### src/rtl/sbox_share_sched_if.sv
// sbox_share_sched_if
//   Bundles the request/response handshakes of the round-state and key-word
//   requesters together with the shared S-box data path.
//   slave  : the scheduler side (drives readies, results and sbox_in)
//   master : the requester / S-box side (drives requests and sbox_out)
//   st_*   : 128-bit SubBytes request (st_req_valid/ready, st_in) and result
//            (st_out_valid pulse, st_out held)
//   kw_*   : 32-bit SubWord request (kw_req_valid/ready, kw_in) and result
//            (kw_out_valid pulse, kw_out held)
//   sbox_in / sbox_out : word to / from the shared sbox_32bits instance
interface sbox_share_sched_if;
    logic         st_req_valid;
    logic         st_req_ready;
    logic [127:0] st_in;
    logic         st_out_valid;
    logic [127:0] st_out;
    logic         kw_req_valid;
    logic         kw_req_ready;
    logic [31:0]  kw_in;
    logic         kw_out_valid;
    logic [31:0]  kw_out;
    logic [31:0]  sbox_in;
    logic [31:0]  sbox_out;

    modport slave (
        input  st_req_valid, st_in, kw_req_valid, kw_in, sbox_out,
        output st_req_ready, st_out_valid, st_out,
        output kw_req_ready, kw_out_valid, kw_out, sbox_in
    );

    modport master (
        output st_req_valid, st_in, kw_req_valid, kw_in, sbox_out,
        input  st_req_ready, st_out_valid, st_out,
        input  kw_req_ready, kw_out_valid, kw_out, sbox_in
    );
endinterface

### src/rtl/sbox_share_sched.sv
// sbox_share_sched
//   Time-multiplexes one shared 32-bit S-box (SBOX_LAT-cycle registered
//   latency) between the round datapath (128-bit SubBytes, four words) and
//   the key expansion (32-bit SubWord). Requests are arbitrated round-robin
//   per transaction, words are issued one per cycle with a tag pipeline
//   tracking them, and results are reassembled and returned to the issuer.
//   Ports:
//     clk   : clock, rising edge
//     rst_n : asynchronous active-low reset
//     bus   : sbox_share_sched_if.slave (request/response handshakes and
//             the shared S-box in/out words)
module sbox_share_sched #(
    parameter int unsigned SBOX_LAT = 2
) (
    input  logic                clk,
    input  logic                rst_n,
    sbox_share_sched_if.slave   bus
);

    typedef enum logic [1:0] {IDLE, ST_ISSUE, KW_ISSUE} state_t;
    typedef enum logic {SRC_ST = 1'b0, SRC_KW = 1'b1} src_t;

    state_t                  state;
    logic [1:0]              cnt;
    src_t                    last_grant;
    logic                    st_pending;
    logic                    kw_pending;
    logic [95:0]             st_rest;    // words 1..3; word0 goes straight to the S-box on accept
    logic [95:0]             st_acc;     // results of words 0..2 until word 3 arrives
    logic [SBOX_LAT:0]       tag_v;
    logic [SBOX_LAT:0]       tag_kw;
    logic [SBOX_LAT:0][1:0]  tag_idx;

    logic        st_elig, kw_elig, grant_st, grant_kw;
    logic        st_fire, kw_fire;
    logic        push_v, push_kw;
    logic [1:0]  push_idx;
    logic [31:0] sbox_nxt;
    logic [31:0] next_word;

    // Arbitration: a lone eligible requester wins; on a tie the one that did
    // not win last time is granted.
    always_comb begin
        st_elig  = bus.st_req_valid & ~st_pending;
        kw_elig  = bus.kw_req_valid & ~kw_pending;
        grant_st = st_elig & (~kw_elig | (last_grant == SRC_KW));
        grant_kw = kw_elig & (~st_elig | (last_grant == SRC_ST));
    end

    // Readiness only in IDLE; reset term keeps it low while reset is held.
    assign bus.st_req_ready = rst_n & (state == IDLE) & grant_st;
    assign bus.kw_req_ready = rst_n & (state == IDLE) & grant_kw;
    assign st_fire = bus.st_req_valid & bus.st_req_ready;
    assign kw_fire = bus.kw_req_valid & bus.kw_req_ready;

    always_comb begin
        case (cnt)
            2'd0:    next_word = st_rest[95:64];
            2'd1:    next_word = st_rest[63:32];
            default: next_word = st_rest[31:0];
        endcase
    end

    // sbox_in is registered, so the word issued in a state is loaded on the
    // edge entering it; the tag pushed with it enters stage 0 on the same edge,
    // which keeps stage SBOX_LAT aligned with sbox_out.
    always_comb begin
        push_v   = 1'b0;
        push_kw  = 1'b0;
        push_idx = '0;
        sbox_nxt = '0;
        case (state)
            IDLE: begin
                if (st_fire) begin
                    push_v   = 1'b1;
                    sbox_nxt = bus.st_in[127:96];
                end else if (kw_fire) begin
                    push_v   = 1'b1;
                    push_kw  = 1'b1;
                    sbox_nxt = bus.kw_in;
                end
            end
            ST_ISSUE: begin
                if (cnt != 2'd3) begin
                    push_v   = 1'b1;
                    push_idx = cnt + 2'd1;
                    sbox_nxt = next_word;
                end
            end
            default: ;
        endcase
    end

    always_ff @(posedge clk or negedge rst_n) begin
        if (!rst_n) begin
            state            <= IDLE;
            cnt              <= '0;
            last_grant       <= SRC_KW;
            st_pending       <= 1'b0;
            kw_pending       <= 1'b0;
            st_rest          <= '0;
            st_acc           <= '0;
            tag_v            <= '0;
            tag_kw           <= '0;
            tag_idx          <= '0;
            bus.sbox_in      <= '0;
            bus.st_out       <= '0;
            bus.st_out_valid <= 1'b0;
            bus.kw_out       <= '0;
            bus.kw_out_valid <= 1'b0;
        end else begin
            tag_v       <= {tag_v[SBOX_LAT-1:0], push_v};
            tag_kw      <= {tag_kw[SBOX_LAT-1:0], push_kw};
            tag_idx     <= {tag_idx[SBOX_LAT-1:0], push_idx};
            bus.sbox_in <= sbox_nxt;

            // Pending drops one cycle after the result pulse.
            if (bus.st_out_valid) st_pending <= 1'b0;
            if (bus.kw_out_valid) kw_pending <= 1'b0;

            case (state)
                IDLE: begin
                    if (st_fire) begin
                        st_rest    <= bus.st_in[95:0];
                        st_pending <= 1'b1;
                        last_grant <= SRC_ST;
                        cnt        <= 2'd0;
                        state      <= ST_ISSUE;
                    end else if (kw_fire) begin
                        kw_pending <= 1'b1;
                        last_grant <= SRC_KW;
                        state      <= KW_ISSUE;
                    end
                end
                ST_ISSUE: begin
                    if (cnt == 2'd3) state <= IDLE;
                    else             cnt   <= cnt + 2'd1;
                end
                default: state <= IDLE;
            endcase

            bus.st_out_valid <= 1'b0;
            bus.kw_out_valid <= 1'b0;
            if (tag_v[SBOX_LAT]) begin
                if (tag_kw[SBOX_LAT]) begin
                    bus.kw_out       <= bus.sbox_out;
                    bus.kw_out_valid <= 1'b1;
                end else begin
                    case (tag_idx[SBOX_LAT])
                        2'd0: st_acc[95:64] <= bus.sbox_out;
                        2'd1: st_acc[63:32] <= bus.sbox_out;
                        2'd2: st_acc[31:0]  <= bus.sbox_out;
                        default: begin
                            bus.st_out       <= {st_acc, bus.sbox_out};
                            bus.st_out_valid <= 1'b1;
                        end
                    endcase
                end
            end
        end
    end

endmodule

### src/flat_wrapper.sv
// flat-port wrapper written by rule: the top's interface ports become plain ports
module sbox_share_sched_flat 
#(
    parameter int unsigned SBOX_LAT = 2
)
  (clk, rst_n, bus_st_req_valid, bus_st_in, bus_kw_req_valid, bus_kw_in, bus_sbox_out, bus_st_req_ready, bus_st_out_valid, bus_st_out, bus_kw_req_ready, bus_kw_out_valid, bus_kw_out, bus_sbox_in);
  sbox_share_sched_if bus_i ();
  input  logic clk;
  input  logic rst_n;
  input wire logic [$bits(bus_i.st_req_valid)-1:0] bus_st_req_valid;
  input wire logic [$bits(bus_i.st_in)-1:0] bus_st_in;
  input wire logic [$bits(bus_i.kw_req_valid)-1:0] bus_kw_req_valid;
  input wire logic [$bits(bus_i.kw_in)-1:0] bus_kw_in;
  input wire logic [$bits(bus_i.sbox_out)-1:0] bus_sbox_out;
  output wire logic [$bits(bus_i.st_req_ready)-1:0] bus_st_req_ready;
  output wire logic [$bits(bus_i.st_out_valid)-1:0] bus_st_out_valid;
  output wire logic [$bits(bus_i.st_out)-1:0] bus_st_out;
  output wire logic [$bits(bus_i.kw_req_ready)-1:0] bus_kw_req_ready;
  output wire logic [$bits(bus_i.kw_out_valid)-1:0] bus_kw_out_valid;
  output wire logic [$bits(bus_i.kw_out)-1:0] bus_kw_out;
  output wire logic [$bits(bus_i.sbox_in)-1:0] bus_sbox_in;
  assign bus_i.st_req_valid = bus_st_req_valid;
  assign bus_i.st_in = bus_st_in;
  assign bus_i.kw_req_valid = bus_kw_req_valid;
  assign bus_i.kw_in = bus_kw_in;
  assign bus_i.sbox_out = bus_sbox_out;
  assign bus_st_req_ready = bus_i.st_req_ready;
  assign bus_st_out_valid = bus_i.st_out_valid;
  assign bus_st_out = bus_i.st_out;
  assign bus_kw_req_ready = bus_i.kw_req_ready;
  assign bus_kw_out_valid = bus_i.kw_out_valid;
  assign bus_kw_out = bus_i.kw_out;
  assign bus_sbox_in = bus_i.sbox_in;
  sbox_share_sched #(.SBOX_LAT(SBOX_LAT)) u_core (.clk(clk), .rst_n(rst_n), .bus(bus_i));
endmodule
### config.mk
export PLATFORM = sky130hd
export DESIGN_NAME = sbox_share_sched_flat
export DESIGN_NICKNAME = d
export VERILOG_FILES = /design/src/rtl/sbox_share_sched_if.sv /design/src/rtl/sbox_share_sched.sv /design/src/flat_wrapper.sv
export SDC_FILE = /design/constraint.sdc
export NUM_CORES = 1
export LEC_CHECK = 0
export CAP_MARGIN = 10
export CORE_MARGIN = 1.5
export CORE_UTILIZATION = 42
export CTS_BUF_LIST = sky130_fd_sc_hd__clkbuf_4 sky130_fd_sc_hd__clkbuf_8
export CTS_CLUSTER_SIZE = 28
export DETAILED_ROUTE_END_ITERATION = 16
export DONT_BUFFER_PORTS = 1
export REMOVE_ABC_BUFFERS = 1
export SLEW_MARGIN = 25
export SYNTH_ARGS = -nofsm -noshare
export SYNTH_HDL_FRONTEND = slang
export SYNTH_SLANG_ARGS = --single-unit
export TNS_END_PERCENT = 100
### constraint.sdc
create_clock -name clk -period 2.8 [get_ports clk]
set_input_delay 0.56 -clock clk [delete_from_list [all_inputs] [get_ports clk]]
set_output_delay 0.56 -clock clk [all_outputs]
set_load 0.01 [all_outputs]
==> results of run 1 <==
-- per-layer routing --
layer / up-vias / share of wire [%] / wire (um)
met2: 336 / 47 / 16700
met1: 4342 / 39 / 13600
met5: - / 0.16 / 55
met4: 8 / 2.1 / 741
met3: 69 / 12 / 4120
li1: 3693 / - / -
-- worst max path at each step --
stage / to / slack, ns / cells after the start
5_1_grt: bus_st_req_ready / 0.05 / 4
3_3_place_gp: u_core.st_rest[58] / 0.39 / 5
6_report: bus_st_req_ready / 0.18 / 4
3_5_place_dp: u_core.st_rest[27] / 0.34 / 5
4_1_cts: bus_st_req_ready / 0.06 / 4
2_1_floorplan: u_core.st_rest[0] / -5.97 / 3
-- through the flow --
| step | area, um2 | power, mW | setup slack, ns | hold slack, ns |
|---|---|---|---|---|
| global placement | 16300 | 7.42 | 0.394 | 0.272 |
| floorplan | 15400 | 7.23 | -5.97 | 0.264 |
| global route | 17800 | 13.6 | 0.0457 | -0.420 |
| detailed placement | 16300 | 7.47 | 0.342 | 0.273 |
| CTS | 17800 | 13.2 | 0.0614 | -0.409 |
| finish | 17800 | 13.0 | 0.184 | -0.344 |
-- worst max-delay path, stage by stage (launching register included) --
cell and delay [ns]:
dfrtp_1 0.39, or3b_4 0.45, nor4b_4 0.32, buf_12 0.15
buf_12 0.15
-- cell type report --
| class | instances | area [um2] |
|---|---|---|
| timing repair buffer | 25 | 300 |
| fill | 3235 | 18800 |
| sequential | 405 | 10100 |
| tap | 468 | 586 |
| clock buffer | 113 | 1400 |
| clock inverter | 14 | 108 |
| multi-input combinational | 508 | 5280 |
| inverter | 7 | 26.3 |
| antenna | 8 | 20.0 |
-- cell families (layout without fill, tap and decap cells) --
| family | Yosys count | after routing | share of synthesized area, % |
|---|---|---|---|
| other | 0 | 8 | 0 |
| muxes | 352 | 352 | 25.2 |
| buffers and inverters | 72 | 159 | 2.34 |
| and+or+nand+nor | 49 | 49 | 2.61 |
| AOI/OAI and AO/OA | 104 | 104 | 5.06 |
| adders and majority gates | 3 | 3 | 0.239 |
| DFF | 405 | 405 | 64.5 |
-- state kept, by name, indices dropped and copies added (netlist names), 2 cells and up --
register and cells:
u_core.cnt 2, u_core.bus.kw_out 32, u_core.st_acc 96, u_core.tag_kw 3
u_core.state 2, u_core.bus.st_out 128, u_core.tag_v 3, u_core.st_rest 96
u_core.tag_idx 6, u_core.bus.sbox_in 32
-- placed cells by master (no fill, tap or decap), drive strengths merged, types with 8 or more instances in the layout --
| cell type | instances |
|---|---|
| a21oi | 32 |
| a221o | 32 |
| a22oi | 32 |
| buf | 24 |
| clkbuf | 113 |
| clkinv | 9 |
| dfrtp | 404 |
| diode | 8 |
| inv | 9 |
| mux2 | 352 |
| or3b | 34 |
-- power by group through the flow --
| stage | sequential, mW | combinational (mW) | clock, mW |
|---|---|---|---|
| 3_5_place_dp | 6.78 | 0.693 | 0 |
| 4_1_cts | 6.67 | 0.695 | 5.85 |
| 3_3_place_gp | 6.76 | 0.667 | 0 |
| 2_1_floorplan | 6.68 | 0.543 | 0 |
| 5_1_grt | 6.73 | 0.750 | 6.11 |
| 6_report | 6.67 | 0.683 | 5.65 |
-- what timing repair did --
| action | CTS | global route |
|---|---|---|
| hold endpoints to repair | 405 | 405 |
| setup endpoints to repair | 1 | 1 |
| cloned | 1 | 0 |
| resized for setup | 1 | 0 |
| buffers inserted | 2 | 0 |
| pin swaps | 1 | 1 |
==> metrics.cfg, run 1 <==
[grt]
overflow = 0
grt_usage_pct = 18.4
grt_util_met1_pct = 21.2
grt_max_degree = 407
grt_pass1_vias = 9071
grt.met2_usage_pct = 28.9
grt_use_met3_pct = 10.4
grt_first_pass_wirelength_um = 54300
grt-busiest-layer = met2
antenna_found_initial = 11

[outcome]
outcome = finished, violations left
violations = hold timing

[synth]
synth_common_cells = dfrtp_1, mux2_2, or3b_2
synth_cells = 985
yosys.area.top_type = dfrtp_1
synth_area_um2 = 15700
synth_area_leaders = dfrtp_1, mux2_2, a221o_1
synth_cell_types = 31
ys_ff_latch = 405
synth_seq_area_share_pct = 64.5
async_reset_ff_share_pct = 100
yosysWarnings = 0
syn_area_per_cell_um2 = 15.9
synth_edf_count = 0
ys.flop_type = dfrtp_1
synth.most_common_cell = dfrtp_1
synth_top_area_share_pct = 64.4

[power_and_ir_drop]
p_sw_share_pct = 23.0
power.density_nw_per_um2 = 728
vdd_drop_max_v = 0.000408
power_frac_seq_pct = 51.3
p_int_mw = 10.0
p_sw_mw = 2.98
pwr-share-clk_pct = 43.5
power_leakage_nw = 8.52
pwr-share-comb_pct = 5.3

[clock_network]
numCtsBuffers = 69
ctsRootBufferMaster = clkbuf_8
cts.sinks = 405
clk_pin_slew_ns = 0.06
clockBufferDepth = 3
clk_latency_ns = 0.60
cts.htree.levels = 3
tritoncts = yes

[worst_setup_path]
crit_fanout = 19
startpoint_type = register
end_kind = output pin
r2r_start = u_core.state[0]
crit_type = reg2out
rr_worst_depth = 6
cp-startpoint = u_core.state[0]
rrSetupSlack_ns = 0.52
r2r-end = u_core.st_rest[58]
cp.required_ns = 2.24
cp.arrival_ns = 2.06

[sta]
skew_ns = 0.0199
hold_ws_ns = -0.344
max_slew.worst_pin.slew_ns = 0.970
slew_headroom_pct = 35.4
setup-tns-final_ns = 0
slew_violations = 0
setup_viol = 0
fin_crit_ns = 2.62
max_freq_mhz = 382
hold_viol_final = 405
fin_crit_sh_pct = 93.4
rsz0062_at_grt = no

[route]
drc = 0
first_pass_iters = 6
ant_nets = 0
routed_wl_um = 35200
vias = 8448
vias_per_cell = 5.46
wl_per_cell_um = 22.8
drt_iter0_markers = 330

[die]
chipWidth_um = 196
io_pins = 392
start_util_pct = 42.8
fp-row-count = 70
dieArea_um2 = 38600
coreArea_um2 = 36700
fp.dieH_um = 196

[cells_and_area]
syn_to_final_growth_pct = 13.6
fin_util_pct = 48.6
layout.cells.non_filler = 1548
layout-drive-gt1-share_pct = 51.1
layout.nets = 1215

[placed_design]
globalplace.congestion = 0.779
place_hpwl_um = 22400
io_buffers = 0
placed_cells = 1410

[run]
drv_cap = 0

[worst_hold_path]
hold_path.class = in2async

Power figures use the tool's default switching activity.
==> run 2, diff against run 1 <==
==> constraint.sdc (replaced) <==
create_clock -name clk -period 2.8 [get_ports clk]
set_input_delay 0.56 -clock clk [delete_from_list [all_inputs] [get_ports clk]]
set_output_delay 0.56 -clock clk [all_outputs]
set_load 0.1 [all_outputs]
==> run 2 against run 1 <==
Effect of this change:
- the flow still finishes with violations (hold timing)
- cell count decreased by 0.58%
- die area unchanged
- total power increased by 7.5%
- global-route usage decreased by 0.17 points
- combinational power increased by 13%
- clock power decreased by 3%
- largest power group unchanged
- worst hold slack improved by 0.015 ns
- wire length decreased by 0.28%
- worst setup slack got worse by 0.066 ns
==> metrics.cfg, run 2 (same netlist as run 1, synthesis figures left out) <==
[outcome]
outcome = finished, violations left  ; unchanged
violations = hold timing  ; unchanged

[sta]
setup_viol = 0  ; unchanged
hold_ws_ns = -0.329  ; was -0.344 ns
rsz0062_at_grt = no  ; unchanged
slew_headroom_pct = 33.9  ; was 35.4%
skew_ns = 0.0275  ; was 0.0199 ns
slew_violations = 0  ; unchanged
fin_crit_sh_pct = 95.8  ; was 93.4%
max_freq_mhz = 373  ; was 382 MHz
hold_viol_final = 404  ; was 405
max_slew.worst_pin.slew_ns = 0.991  ; was 0.970 ns
fin_crit_ns = 2.68  ; was 2.62 ns

[placed_design]
globalplace.congestion = 0.782  ; was 0.779
place_hpwl_um = 22100  ; was 22400 um
io_buffers = 0  ; unchanged

[grt]
antenna_found_initial = 10  ; was 11
grt_max_degree = 407  ; unchanged
grt_usage_pct = 18.2  ; was 18.4%
grt_first_pass_wirelength_um = 53500  ; was 54300 um
grt_pass1_vias = 9092  ; was 9071
overflow = 0  ; unchanged

[cells_and_area]
largest-register = u_core.bus.st_out  ; unchanged
fillers = 3186  ; was 3235
final_cell_mix = dfrtp_1, mux2_2, clkbuf_8, or3b_2  ; unchanged
layout.nets = 1217  ; was 1215
reg_top3 = u_core.bus.st_out x128, u_core.st_acc x96, u_core.st_rest x96  ; unchanged
layout-drive-gt1-share_pct = 50.8  ; was 51.1%
seqCellArea_um2 = 10100  ; unchanged
mostFrequentLayoutCell = dfrtp_1  ; unchanged
largest_reg_flops = 128  ; unchanged
syn_to_final_growth_pct = 13.4  ; was 13.6%
multi_input_area_um2 = 5280  ; unchanged

[route]
vias = 8392  ; was 8448
wl_per_cell_um = 22.8  ; about the same
ant_nets = 0  ; unchanged
first_pass_iters = 4  ; was 6
vias_per_cell = 5.45  ; was 5.46
drt_iter0_markers = 327  ; was 330
routed_wl_um = 35100  ; was 35200 um
drc = 0  ; unchanged

[worst_hold_path]
hold_path.class = in2async  ; unchanged

[power_and_ir_drop]
pwr-share-comb_pct = 5.5  ; was 5.3%
power.density_nw_per_um2 = 784  ; was 728 nW/um2
p_sw_share_pct = 29.1  ; was 23.0%
p_sw_mw = 4.07  ; was 2.98 mW
p_int_mw = 9.91  ; was 10.0 mW
power_leakage_nw = 8.49  ; was 8.52 nW
power.total_mw = 14.0  ; was 13.0 mW
vdd_drop_max_v = 0.000428  ; was 0.000408 V
pwr-share-clk_pct = 39.3  ; was 43.5%
power_frac_seq_pct = 55.2  ; was 51.3%

[worst_setup_path]
rr_worst_depth = 6  ; unchanged
cp.required_ns = 2.24  ; about the same
crit_fanout = 29  ; was 19
crit_type = reg2out  ; unchanged
cp.arrival_ns = 2.12  ; was 2.06 ns
r2r_start = u_core.state[0]  ; unchanged
end_kind = output pin  ; unchanged
startpoint_type = register  ; unchanged
r2r-end = u_core.st_rest[78]  ; was u_core.st_rest[58]
rrSetupSlack_ns = 0.40  ; was 0.52 ns

[clock_network]
ctsRootBufferMaster = clkbuf_8  ; unchanged
numCtsBuffers = 70  ; was 69
clk_pin_slew_ns = 0.06  ; about the same
clk_latency_ns = 0.61  ; was 0.60 ns
cts.htree.levels = 3  ; unchanged
cts.sinks = 405  ; unchanged
clockBufferDepth = 3  ; unchanged
tritoncts = yes  ; unchanged

[die]
fp-row-count = 70  ; unchanged
start_util_pct = 42.8  ; unchanged
fp.dieH_um = 196  ; unchanged
dieArea_um2 = 38600  ; unchanged
chipWidth_um = 196  ; unchanged
coreArea_um2 = 36700  ; unchanged
io_pins = 392  ; unchanged

[run]
drv_cap = 0  ; unchanged

run 2: cell count changes in the layout (fill, tap and decap cells not counted), sizes merged:
| cell | before | now |
|---|---|---|
| clkbuf | 113 | 108 |
| diode | 8 | 5 |
| clkinv | 9 | 7 |
| clkinvlp | 2 | 4 |
| inv | 9 | 7 |
| buf | 24 | 25 |
run 2: power by group through the flow:
stage / clock network (mW) / registers [mW] / logic [mW]
2_1_floorplan: 0 / 7.80 / 0.555
3_3_place_gp: 0 / 7.81 / 0.751
3_5_place_dp: 0 / 7.82 / 0.777
4_1_cts: 5.70 / 7.72 / 0.781
5_1_grt: 5.95 / 7.77 / 0.837
6_report: 5.49 / 7.72 / 0.769
run 2: worst max path at each step:
stage | from | slack (ns) | to | cells after the start
2_1_floorplan | rst_n | -7.53 | u_core.st_rest[0] | 3
3_3_place_gp | rst_n | 0.33 | u_core.st_rest[22] | 5
3_5_place_dp | rst_n | 0.27 | u_core.st_rest[14] | 5
4_1_cts | u_core.state[0] | 0.03 | bus_st_req_ready | 4
5_1_grt | u_core.state[0] | 0.01 | bus_kw_req_ready | 3
6_report | u_core.state[0] | 0.12 | bus_kw_req_ready | 3
run 2: through the flow:
step | instance area, um2 | worst slack (ns) | util, % | cells | TNS, ns
floorplan | 15400 | -7.53 | - | 920 | -1458.21
global placement | 16300 | 0.332 | 44.4 | 1411 | 0
detailed placement | 16300 | 0.272 | 44.4 | 1411 | 0
CTS | 17800 | 0.0331 | 48.5 | 1534 | 0
global route | 17800 | 0.0122 | 48.6 | 1538 | 0
finish | 17800 | 0.118 | 48.6 | 1539 | 0
run 2: routing by layer:
| metal | vias up | global-route usage (%) | routed length, um |
|---|---|---|---|
| met3 | 60 | 9.75 | 3950 |
| met4 | 8 | 6.35 | 652 |
| li1 | 3682 | - | - |
| met5 | - | 0 | 45 |
| met1 | 4327 | 20.7 | 13700 |
| met2 | 315 | 29.2 | 16800 |
run 2: worst max-delay path: stages, from the launching register on:
cell,delay (ns)
dfrtp_1,0.39
or3b_4,0.45
a311oi_4,0.35
buf_12,0.26
run 2: area by class of cell:
class,instances,share of cell area [%]
diodes,5,0.0702
well taps,468,3.29
inverters,7,0.147
clock buffers,108,7.64
repair buffers,26,1.84
clock inverters,12,0.534
flip-flops and latches,405,56.9
multi-input cells,508,29.6
run 2: what timing repair did:
action | 4_1_cts | 5_1_grt
endpoints found under the hold margin | 405 | 405
setup buffers | 2 | 0
pin swaps | 1 | 1
gates cloned | 1 | 0
endpoints found under the setup margin | 2 | 1
gates resized for setup | 1 | 0
==> run 3, diff against run 2 <==
Settings changed: CORE_UTILIZATION 42 to 61, PLACE_DENSITY set to 0.77.
==> run 3 against run 2 <==
Effect of this change:
- via count fell by 1.6%
- the flow still finishes with violations (hold timing)
- largest power group unchanged
- critical endpoint is now bus_st_req_ready
- first-iteration DRC count rose by 53%
- sequential power rose by 0.8%
- cell count fell by 9.9%
==> metrics.cfg, run 3 (same netlist as run 1, synthesis figures left out) <==
[outcome]
outcome = finished, violations left  ; unchanged
violations = hold timing  ; unchanged

[placed_design]
globalplace.congestion = 0.774  ; was 0.782
post_dp_cell_area_um2 = 16100  ; was 16300 um2
place_hpwl_um = 20900  ; was 22100 um
preCtsSetupSlack_ns = 0.356  ; was 0.272 ns
io_buffers = 0  ; unchanged
placed_cells = 1274  ; was 1411

[sta]
rsz0062_at_grt = no  ; unchanged
slew_violations = 0  ; unchanged
fin_crit_ns = 2.68  ; about the same
skew_ns = 0.0324  ; was 0.0275 ns
max_freq_mhz = 373  ; about the same
hold_ws_ns = -0.344  ; was -0.329 ns
finalWorstSetupSlack_ns = 0.121  ; was 0.118 ns
setup-tns-final_ns = 0  ; unchanged
setup_viol = 0  ; unchanged
max_slew.worst_pin.slew_ns = 0.983  ; was 0.991 ns
hold_viol_final = 404  ; unchanged
fin_crit_sh_pct = 95.7  ; was 95.8%
slew_headroom_pct = 34.5  ; was 33.9%

[clock_network]
clk_pin_slew_ns = 0.06  ; about the same
clockBufferDepth = 3  ; unchanged
numCtsBuffers = 61  ; was 70
ctsRootBufferMaster = clkbuf_8  ; unchanged
cts.htree.levels = 2  ; was 3
tritoncts = yes  ; unchanged
cts.sinks = 405  ; unchanged
clk_latency_ns = 0.60  ; was 0.61 ns

[grt]
grt_pass1_vias = 8702  ; was 9092
grt_usage_pct = 23.7  ; was 18.2%
grt_first_pass_wirelength_um = 48700  ; was 53500 um
overflow = 0  ; unchanged
grt_max_degree = 407  ; unchanged
antenna_found_initial = 5  ; was 10

[worst_setup_path]
rrSetupSlack_ns = 0.55  ; was 0.40 ns
rr_worst_depth = 5  ; was 6
cp.arrival_ns = 2.12  ; about the same
r2r_start = u_core.state[0]  ; unchanged
cp.required_ns = 2.24  ; about the same
crit_fanout = 17  ; was 29
startpoint_type = register  ; unchanged
r2r-end = u_core.st_rest[9]  ; was u_core.st_rest[78]
crit_type = reg2out  ; unchanged
end_kind = output pin  ; unchanged

[power_and_ir_drop]
power.density_nw_per_um2 = 773  ; was 784 nW/um2
vdd_drop_max_v = 0.000510  ; was 0.000428 V
p_int_mw = 9.58  ; was 9.91 mW
p_sw_share_pct = 28.9  ; was 29.1%
power_frac_seq_pct = 57.8  ; was 55.2%
power_leakage_nw = 8.41  ; was 8.49 nW
pwr-share-comb_pct = 5.3  ; was 5.5%
pwr-share-clk_pct = 36.9  ; was 39.3%
p_sw_mw = 3.89  ; was 4.07 mW

[die]
start_util_pct = 62.2  ; was 42.8%
dieArea_um2 = 26700  ; was 38600 um2
fp-row-count = 58  ; was 70
coreArea_um2 = 25300  ; was 36700 um2
io_pins = 392  ; unchanged
fp.dieH_um = 163  ; was 196 um
chipWidth_um = 163  ; was 196 um

[cells_and_area]
fin_area_um2 = 17400  ; was 17800 um2
largest-register = u_core.bus.st_out  ; unchanged
mostFrequentLayoutCell = dfrtp_1  ; unchanged
fillers = 1767  ; was 3186
final_cell_mix = dfrtp_1, mux2_2, clkbuf_8, or3b_2  ; unchanged
reg_top3 = u_core.bus.st_out x128, u_core.st_acc x96, u_core.st_rest x96  ; unchanged
seqCellArea_um2 = 10100  ; unchanged
syn_to_final_growth_pct = 10.9  ; was 13.4%
layout.nets = 1209  ; was 1217
multi_input_area_um2 = 5270  ; was 5280 um2
layout.cells.non_filler = 1386  ; was 1539
largest_reg_flops = 128  ; unchanged
layout-drive-gt1-share_pct = 50.1  ; was 50.8%

[route]
first_pass_iters = 6  ; was 4
wl_per_cell_um = 23.5  ; was 22.8 um
drt_iter0_markers = 499  ; was 327
routed_wl_um = 32600  ; was 35100 um
drc = 0  ; unchanged
vias = 8261  ; was 8392
vias_per_cell = 5.96  ; was 5.45
ant_nets = 0  ; unchanged

[run]
drv_cap = 0  ; unchanged

[worst_hold_path]
hold_path.class = in2async  ; unchanged

-- run 3: changes by cell type in the layout (fill, tap and decap cells not counted), sizes merged --
cell / before / now
clkbuf: 108 / 99
inv: 7 / 8
clkinvlp: 4 / 0
diode: 5 / 4
buf: 25 / 26
clkinv: 7 / 5
bufbuf: 1 / 0
-- run 3: worst max-delay path, stage by stage, from the launching register on --
cell and delay [ns]:
dfrtp_1 0.39, or3b_1 0.51, nor4b_4 0.34, buf_12 0.26
-- run 3: power groups by stage --
stage	Clock, mW	Combinational (mW)	Sequential (mW)
3_5_place_dp	0	0.706	7.89
4_1_cts	5.09	0.709	7.78
2_1_floorplan	0	0.555	7.80
5_1_grt	5.35	0.777	7.85
3_3_place_gp	0	0.671	7.86
6_report	4.97	0.716	7.78
-- run 3: how the worst max path moves through the flow --
stage | startpoint | slack [ns] | cells after the start | endpoint
2_1_floorplan | rst_n | -7.53 | 3 | u_core.st_rest[0]
3_3_place_gp | rst_n | 0.38 | 5 | u_core.st_rest[45]
3_5_place_dp | rst_n | 0.36 | 5 | u_core.st_rest[9]
4_1_cts | u_core.state[0] | 0.02 | 3 | bus_kw_req_ready
5_1_grt | u_core.state[0] | 0.02 | 3 | bus_st_req_ready
6_report | u_core.state[0] | 0.12 | 3 | bus_st_req_ready
-- run 3: layout make-up --
| class | count | area share, % |
|---|---|---|
| flip-flops and latches | 405 | 58.2 |
| multi-input cells | 508 | 30.3 |
| clock buffers | 98 | 7.06 |
| well taps | 330 | 2.37 |
| repair buffers | 27 | 1.59 |
| clock inverters | 7 | 0.366 |
| inverters | 7 | 0.151 |
| diodes | 4 | 0.0574 |
-- run 3: per-stage QoR --
step           power [mW]  util (%)
2_1_floorplan        8.35         -
3_3_place_gp         8.53      63.7
3_5_place_dp         8.59      63.7
4_1_cts              13.6      68.8
5_1_grt              14.0      69.0
6_report             13.5      69.0
-- run 3: per-layer routing --
| layer | vias up | global-route usage (%) | wire, um |
|---|---|---|---|
| li1 | 3632 | - | - |
| met1 | 4274 | 28.6 | 12400 |
| met2 | 316 | 39.5 | 16400 |
| met3 | 39 | 9.45 | 3230 |
| met4 | 0 | 6.78 | 530 |
| met5 | - | 0 | 0 |
-- run 3: repair_timing --
action                                  in CTS  in global routing
hold endpoints to repair                   405                405
buffers inserted                             0                  1
gates resized for setup                      0                  1
endpoints found under the setup margin       0                  1
